## config.mk

```make
export PLATFORM = sky130hd
export DESIGN_NAME = mem_access_ctrl
export DESIGN_NICKNAME = d
export VERILOG_FILES = /design/src/rtl/mem_ctrl_pkg.sv /design/src/rtl/sw_debounce.sv /design/src/rtl/mem_access_ctrl.sv
export SDC_FILE = /design/constraint.sdc
export NUM_CORES = 1
export LEC_CHECK = 0
export CORE_ASPECT_RATIO = 0.7
export CORE_UTILIZATION = 45
export CTS_CLUSTER_SIZE = 28
export DETAILED_ROUTE_END_ITERATION = 8
export PLACE_DENSITY_LB_ADDON = 0.3
export SYNTH_ARGS = -nofsm -noshare
export SYNTH_HDL_FRONTEND = slang
export SYNTH_SLANG_ARGS = --single-unit
export TNS_END_PERCENT = 20
```

## constraint.sdc

```tcl
create_clock -name clock -period 2 [get_ports clock]
set_clock_uncertainty 0.05 [all_clocks]
set_input_delay 0.2 -clock clock [delete_from_list [all_inputs] [get_ports clock]]
set_output_delay 0.2 -clock clock [all_outputs]
set_load 0.005 [all_outputs]
```

## src/rtl/mem_ctrl_pkg.sv

```systemverilog
// Shared types and default widths for the memory access front end.
//   state_t    : access sequencer states
//   ADDR_W_DEF : default memory address width
//   DATA_W_DEF : default memory data width
package mem_ctrl_pkg;

    localparam int ADDR_W_DEF = 5;
    localparam int DATA_W_DEF = 8;

    typedef enum logic [1:0] {
        IDLE  = 2'd0,
        ISSUE = 2'd1,
        WAIT  = 2'd2
    } state_t;

endpackage

```

## src/rtl/sw_debounce.sv

```systemverilog
// Two-flop synchroniser followed by a stability counter for one board switch.
//   clock  : system clock
//   resetn : synchronous active-low reset
//   raw    : asynchronous, bouncy switch input
//   level  : debounced level; follows raw only after it has been stable
//            for DEBOUNCE_CYCLES consecutive synchronised samples
module sw_debounce #(
    parameter int DEBOUNCE_CYCLES = 250000
) (
    input  logic clock,
    input  logic resetn,
    input  logic raw,
    output logic level
);

    localparam int CNT_W = ($clog2(DEBOUNCE_CYCLES) > 0) ? $clog2(DEBOUNCE_CYCLES) : 1;
    localparam logic [CNT_W-1:0] CNT_LAST = CNT_W'(DEBOUNCE_CYCLES - 1);

    logic             sync_a;
    logic             sync_b;
    logic [CNT_W-1:0] cnt;

    always_ff @(posedge clock) begin
        if (!resetn) begin
            sync_a <= 1'b0;
            sync_b <= 1'b0;
            level  <= 1'b0;
            cnt    <= '0;
        end else begin
            sync_a <= raw;
            sync_b <= sync_a;
            // any sample agreeing with the accepted level restarts the window
            if (sync_b == level) begin
                cnt <= '0;
            end else if (cnt == CNT_LAST) begin
                level <= sync_b;
                cnt   <= '0;
            end else begin
                cnt <= cnt + 1'b1;
            end
        end
    end

endmodule

```

## src/rtl/mem_access_ctrl.sv

```systemverilog
// Front end between the board switches and a single-port synchronous RAM.
// Each debounced rising edge of the step switch produces exactly one RAM
// access; read results are held in rd_data for the 7-segment display.
//   clock, resetn      : system clock, synchronous active-low reset
//   step_sw, wr_sw     : raw step and W/R (1=write) switches
//   addr_sw, data_sw   : raw address / write-data switches
//   mem_addr, mem_data : latched access address and write data
//   mem_en, mem_wren   : one-cycle access strobe and its write qualifier
//   mem_q              : RAM read data, valid READ_LAT cycles after mem_en
//   rd_data, rd_valid  : last captured read, and whether it is newer than any write
//   busy               : access in flight
//   op_count           : completed accesses, mod 256
//
// state | meaning
// IDLE  | waiting for a step press; switches latched on press
// ISSUE | mem_en strobe for one cycle
// WAIT  | read in flight, counting down the RAM latency
module mem_access_ctrl
    import mem_ctrl_pkg::*;
#(
    parameter int ADDR_W          = ADDR_W_DEF,
    parameter int DATA_W          = DATA_W_DEF,
    parameter int DEBOUNCE_CYCLES = 250000,
    parameter int READ_LAT        = 2
) (
    input  logic              clock,
    input  logic              resetn,
    input  logic              step_sw,
    input  logic              wr_sw,
    input  logic [ADDR_W-1:0] addr_sw,
    input  logic [DATA_W-1:0] data_sw,
    output logic [ADDR_W-1:0] mem_addr,
    output logic [DATA_W-1:0] mem_data,
    output logic              mem_wren,
    output logic              mem_en,
    input  logic [DATA_W-1:0] mem_q,
    output logic [DATA_W-1:0] rd_data,
    output logic              rd_valid,
    output logic              busy,
    output logic [7:0]        op_count
);

    localparam int WAIT_W = (READ_LAT > 1) ? $clog2(READ_LAT) : 1;

    logic              step_lvl;
    logic              step_lvl_d;
    logic              step_rise;
    logic              wr_lvl;
    logic              wr_q;
    logic [WAIT_W-1:0] wait_cnt;
    state_t            state;
    state_t            state_nxt;

    sw_debounce #(.DEBOUNCE_CYCLES(DEBOUNCE_CYCLES)) u_step_db (
        .clock  (clock),
        .resetn (resetn),
        .raw    (step_sw),
        .level  (step_lvl)
    );

    sw_debounce #(.DEBOUNCE_CYCLES(DEBOUNCE_CYCLES)) u_wr_db (
        .clock  (clock),
        .resetn (resetn),
        .raw    (wr_sw),
        .level  (wr_lvl)
    );

    assign step_rise = step_lvl & ~step_lvl_d;
    assign busy      = (state != IDLE);

    always_ff @(posedge clock) begin
        if (!resetn) begin
            state <= IDLE;
        end else begin
            state <= state_nxt;
        end
    end

    always_comb begin
        state_nxt = state;
        mem_en    = 1'b0;
        mem_wren  = 1'b0;
        unique case (state)
            IDLE: begin
                if (step_rise) begin
                    state_nxt = ISSUE;
                end
            end
            ISSUE: begin
                mem_en    = 1'b1;
                mem_wren  = wr_q;
                state_nxt = wr_q ? IDLE : WAIT;
            end
            WAIT: begin
                if (wait_cnt == '0) begin
                    state_nxt = IDLE;
                end
            end
            default: state_nxt = IDLE;
        endcase
    end

    always_ff @(posedge clock) begin
        if (!resetn) begin
            step_lvl_d <= 1'b0;
            wr_q       <= 1'b0;
            wait_cnt   <= '0;
            mem_addr   <= '0;
            mem_data   <= '0;
            rd_data    <= '0;
            rd_valid   <= 1'b0;
            op_count   <= 8'd0;
        end else begin
            step_lvl_d <= step_lvl;
            unique case (state)
                IDLE: begin
                    // presses seen in any other state are simply dropped
                    if (step_rise) begin
                        mem_addr <= addr_sw;
                        mem_data <= data_sw;
                        wr_q     <= wr_lvl;
                    end
                end
                ISSUE: begin
                    if (wr_q) begin
                        rd_valid <= 1'b0;
                        op_count <= op_count + 8'd1;
                    end else begin
                        wait_cnt <= WAIT_W'(READ_LAT - 1);
                    end
                end
                WAIT: begin
                    if (wait_cnt == '0) begin
                        rd_data  <= mem_q;
                        rd_valid <= 1'b1;
                        op_count <= op_count + 8'd1;
                    end else begin
                        wait_cnt <= wait_cnt - 1'b1;
                    end
                end
                default: ;
            endcase
        end
    end

endmodule

```

==> impl_metrics.json <==
{
  "outcome": "finished, violations left",
  "failed_checks": "negative setup slack",
  "num_io_pins": 58,
  "setup_viol": 1,
  "async_reset_ff_frac": 0,
  "swShare": 0.2421,
  "htreeDepth": 3,
  "routedWlPerCell_um": 12.61,
  "dieArea_um2": 7340,
  "synth_flop_cell": "dfxtp_1",
  "arrival_ns": 2.20,
  "vias": 2636,
  "root_buffer": "clkbuf_8",
  "portBuffers": 57,
  "yosysWarnings": 0,
  "fin_cells": 533,
  "grt_pass1_wl_mm": 11.02,
  "start_kind": "register",
  "drtPass1Iterations": 4,
  "antenna_found_initial": 0,
  "hp-class": "input port to register",
  "cts_hold_buf": 0,
  "synth_cell_types": 40,
  "final_core_util": 0.6078,
  "powerDensity_nw_per_um2": 659.2,
  "p_clk_frac": 0.401,
  "ir_worst_vdd_v": 0.0004975,
  "final_area_um2": 4106,
  "clock-sinks": 77,
  "grt_start_max_net_pins": 36,
  "fin_ws_ns": -0.00002776,
  "relSlewSlack": 0.6497,
  "required_ns": 2.20,
  "layout_min_cycle_time_ns": 2.000,
  "syn_nets": 392,
  "place_inst": 517,
  "synth_edf_count": 0,
  "tightest_slew_ns": 0.5122,
  "ys_ff_latch": 77,
  "cp-end-kind": "register",
  "final.setup.tns_ns": -0.00002776,
  "gp_congestion": 0.8672,
  "routed_wl_mm": 6.722,
  "leakage_nw": 1.353,
  "whs_ns": 0.3223,
  "cts_buffers": 9,
  "seqPwrFrac": 0.568,
  "area_growth_syn_to_layout_pct": 30.45,
  "period_share": 1.000,
  "syn_area_um2": 3148,
  "report.final.hold_viol_count": 0,
  "viasPerCell": 4.946,
  "grt_pass1_vias": 2391,
  "cts_tree": "yes",
  "p_int_mw": 2.052,
  "drv_cap": 0,
  "drive_gt1_frac": 0.09339,
  "max_freq_mhz": 500.0,
  "drv_slew": 0,
  "grt_overflow": 0,
  "drtIter0Drc": 120,
  "clk_latency_ns": 0.36,
  "crit_fanout": 17,
  "placed_area_um2": 3921,
  "postSynthCellCount": 364,
  "fin_nets": 462,
  "rsz0062_at_grt": "yes",
  "antenna_cells": 0,
  "power.switching_mw": 0.6554,
  "postRouteAntennaNets": 0,
  "rows": 25,
  "avgSynthCellArea_um2": 8.648,
  "clk_path_buf_depth": 2,
  "die_y_um": 71.98,
  "coreArea_um2": 6756,
  "drc_errors": 0,
  "die_x_um": 102.0,
  "comb_power_share": 0.030,
  "grt_usage": 0.1950,
  "ys_seq_area_frac": 0.4897,
  "start_util": 0.4659,
  "path_clk_slew_ns": 0.09,
  "path_class": "register to register",
  "hpwl_mm": 4.677
}
[critical path: stages (launching register included)]
cell	delay (ns)
dfxtp_1	0.32
or4b_1	0.53
or4_4	0.56
o211ai_4	0.20
buf_12	0.17
nor2_1	0.05
[synthesized netlist by cell type (2+ instances only)]
cell type | count | area share
nand3_1 | 16 | 0.025
or3_1 | 4 | 0.0079
nor3b_1 | 2 | 0.0048
and4_1 | 3 | 0.0083
clkbuf_1 | 11 | 0.013
xor2_1 | 10 | 0.028
xnor2_1 | 29 | 0.081
ha_1 | 3 | 0.012
nand4_1 | 11 | 0.022
nor3_1 | 4 | 0.0064
or4_1 | 2 | 0.0048
o21ai_0 | 3 | 0.0048
nand3b_1 | 3 | 0.0072
and2_1 | 6 | 0.012
and3_1 | 2 | 0.0040
nand2_1 | 56 | 0.067
a21oi_1 | 31 | 0.049
or2_2 | 2 | 0.0040
o31ai_1 | 2 | 0.0048
nor2_1 | 49 | 0.058
inv_1 | 11 | 0.013
dfxtp_1 | 77 | 0.49
or4b_1 | 3 | 0.0095
nor4_1 | 7 | 0.014
a211oi_1 | 2 | 0.0048
[layer usage]
metal,vias up,share of wire,global-route usage
li1,1372,-,-
met1,1181,0.50,0.2635
met2,74,0.42,0.2901
met3,9,0.067,0.06166
met4,0,0.015,0.07778
met5,-,0,0
[logic make-up after synthesis]
group | share of synthesized area
AOI/OAI and AO/OA | 0.08187
xor gates and xnor gates | 0.1085
adders and majority gates | 0.01192
buffers and inverters | 0.03259
DFF | 0.4897
and+or+nand+nor | 0.2754
[power groups by stage]
stage	registers, mW	logic, mW	clock network [mW]
finish	1.54	0.0816	1.09
global route	1.54	0.0871	1.17
CTS	1.54	0.0819	1.12
detailed placement	1.58	0.0809	0
global placement	1.58	0.0821	0
floorplan	1.57	0.0239	0
[per-stage QoR]
stage | setup slack, ns | total power, mW
2_1_floorplan | 0.01183 | 1.599
3_3_place_gp | 0.06438 | 1.657
3_5_place_dp | 0.02276 | 1.656
4_1_cts | 0.003471 | 2.742
5_1_grt | -0.04448 | 2.800
6_report | -0.00002776 | 2.707
[cell type report]
| cell class | count | area, um^2 |
|---|---|---|
| Clock buffer | 9 | 123.9 |
| Clock inverter | 7 | 58.81 |
| Fill cell | 613 | 2650 |
| Inverter | 12 | 45.04 |
| Multi-Input combinational cell | 262 | 1509 |
| Sequential cell | 77 | 1544 |
| Tap cell | 94 | 117.6 |
| Timing Repair Buffer | 72 | 708.2 |
[cell usage in the layout (no fill, tap or decap), types with 3 or more instances in the layout]
| cell | count |
|---|---|
| xor2_1 | 10 |
| clkdlybuf4s50_1 | 57 |
| nor4_1 | 7 |
| and4_1 | 3 |
| nand3b_1 | 3 |
| buf_4 | 13 |
| ha_1 | 3 |
| nand2_1 | 56 |
| xnor2_1 | 29 |
| clkbuf_8 | 9 |
| inv_1 | 11 |
| nor2_1 | 49 |
| or3_1 | 4 |
| o21ai_0 | 3 |
| and2_1 | 6 |
| nand3_1 | 16 |
| or4b_1 | 3 |
| clkinv_4 | 3 |
| nand4_1 | 11 |
| dfxtp_1 | 75 |
| a21oi_1 | 31 |
| nor3_1 | 4 |
[timing repair]
item,CTS,global route
endpoints found under the setup margin,0,18
resized for setup,0,2
buffers inserted,0,0
[worst paths after layout]
path	start	to	slack, ns	depth (start not counted)
max	u_step_db.cnt[8]	u_step_db.cnt[3]	-0.00003	5
min	addr_sw[0]	mem_addr[0]	0.32	3
max reg2reg	u_step_db.cnt[8]	u_step_db.cnt[3]	-0.00003	5
min reg2reg	u_wr_db.sync_a	u_wr_db.sync_b	0.39	1
[flip-flops by register name (all words and copies together), names as in the netlist]
signal and flops:
u_wr_db.level 1, mem_data 8, u_step_db.cnt 18, wait_cnt 1
u_step_db.sync_a 1, op_count 8, u_step_db.level 1, mem_addr 5
u_wr_db.sync_a 1, rd_data 8, state 2, step_lvl_d 1
u_wr_db.cnt 18, rd_valid 1, u_wr_db.sync_b 1, wr_q 1
u_step_db.sync_b 1
No activity file was read; power rests on OpenSTA's default activity.
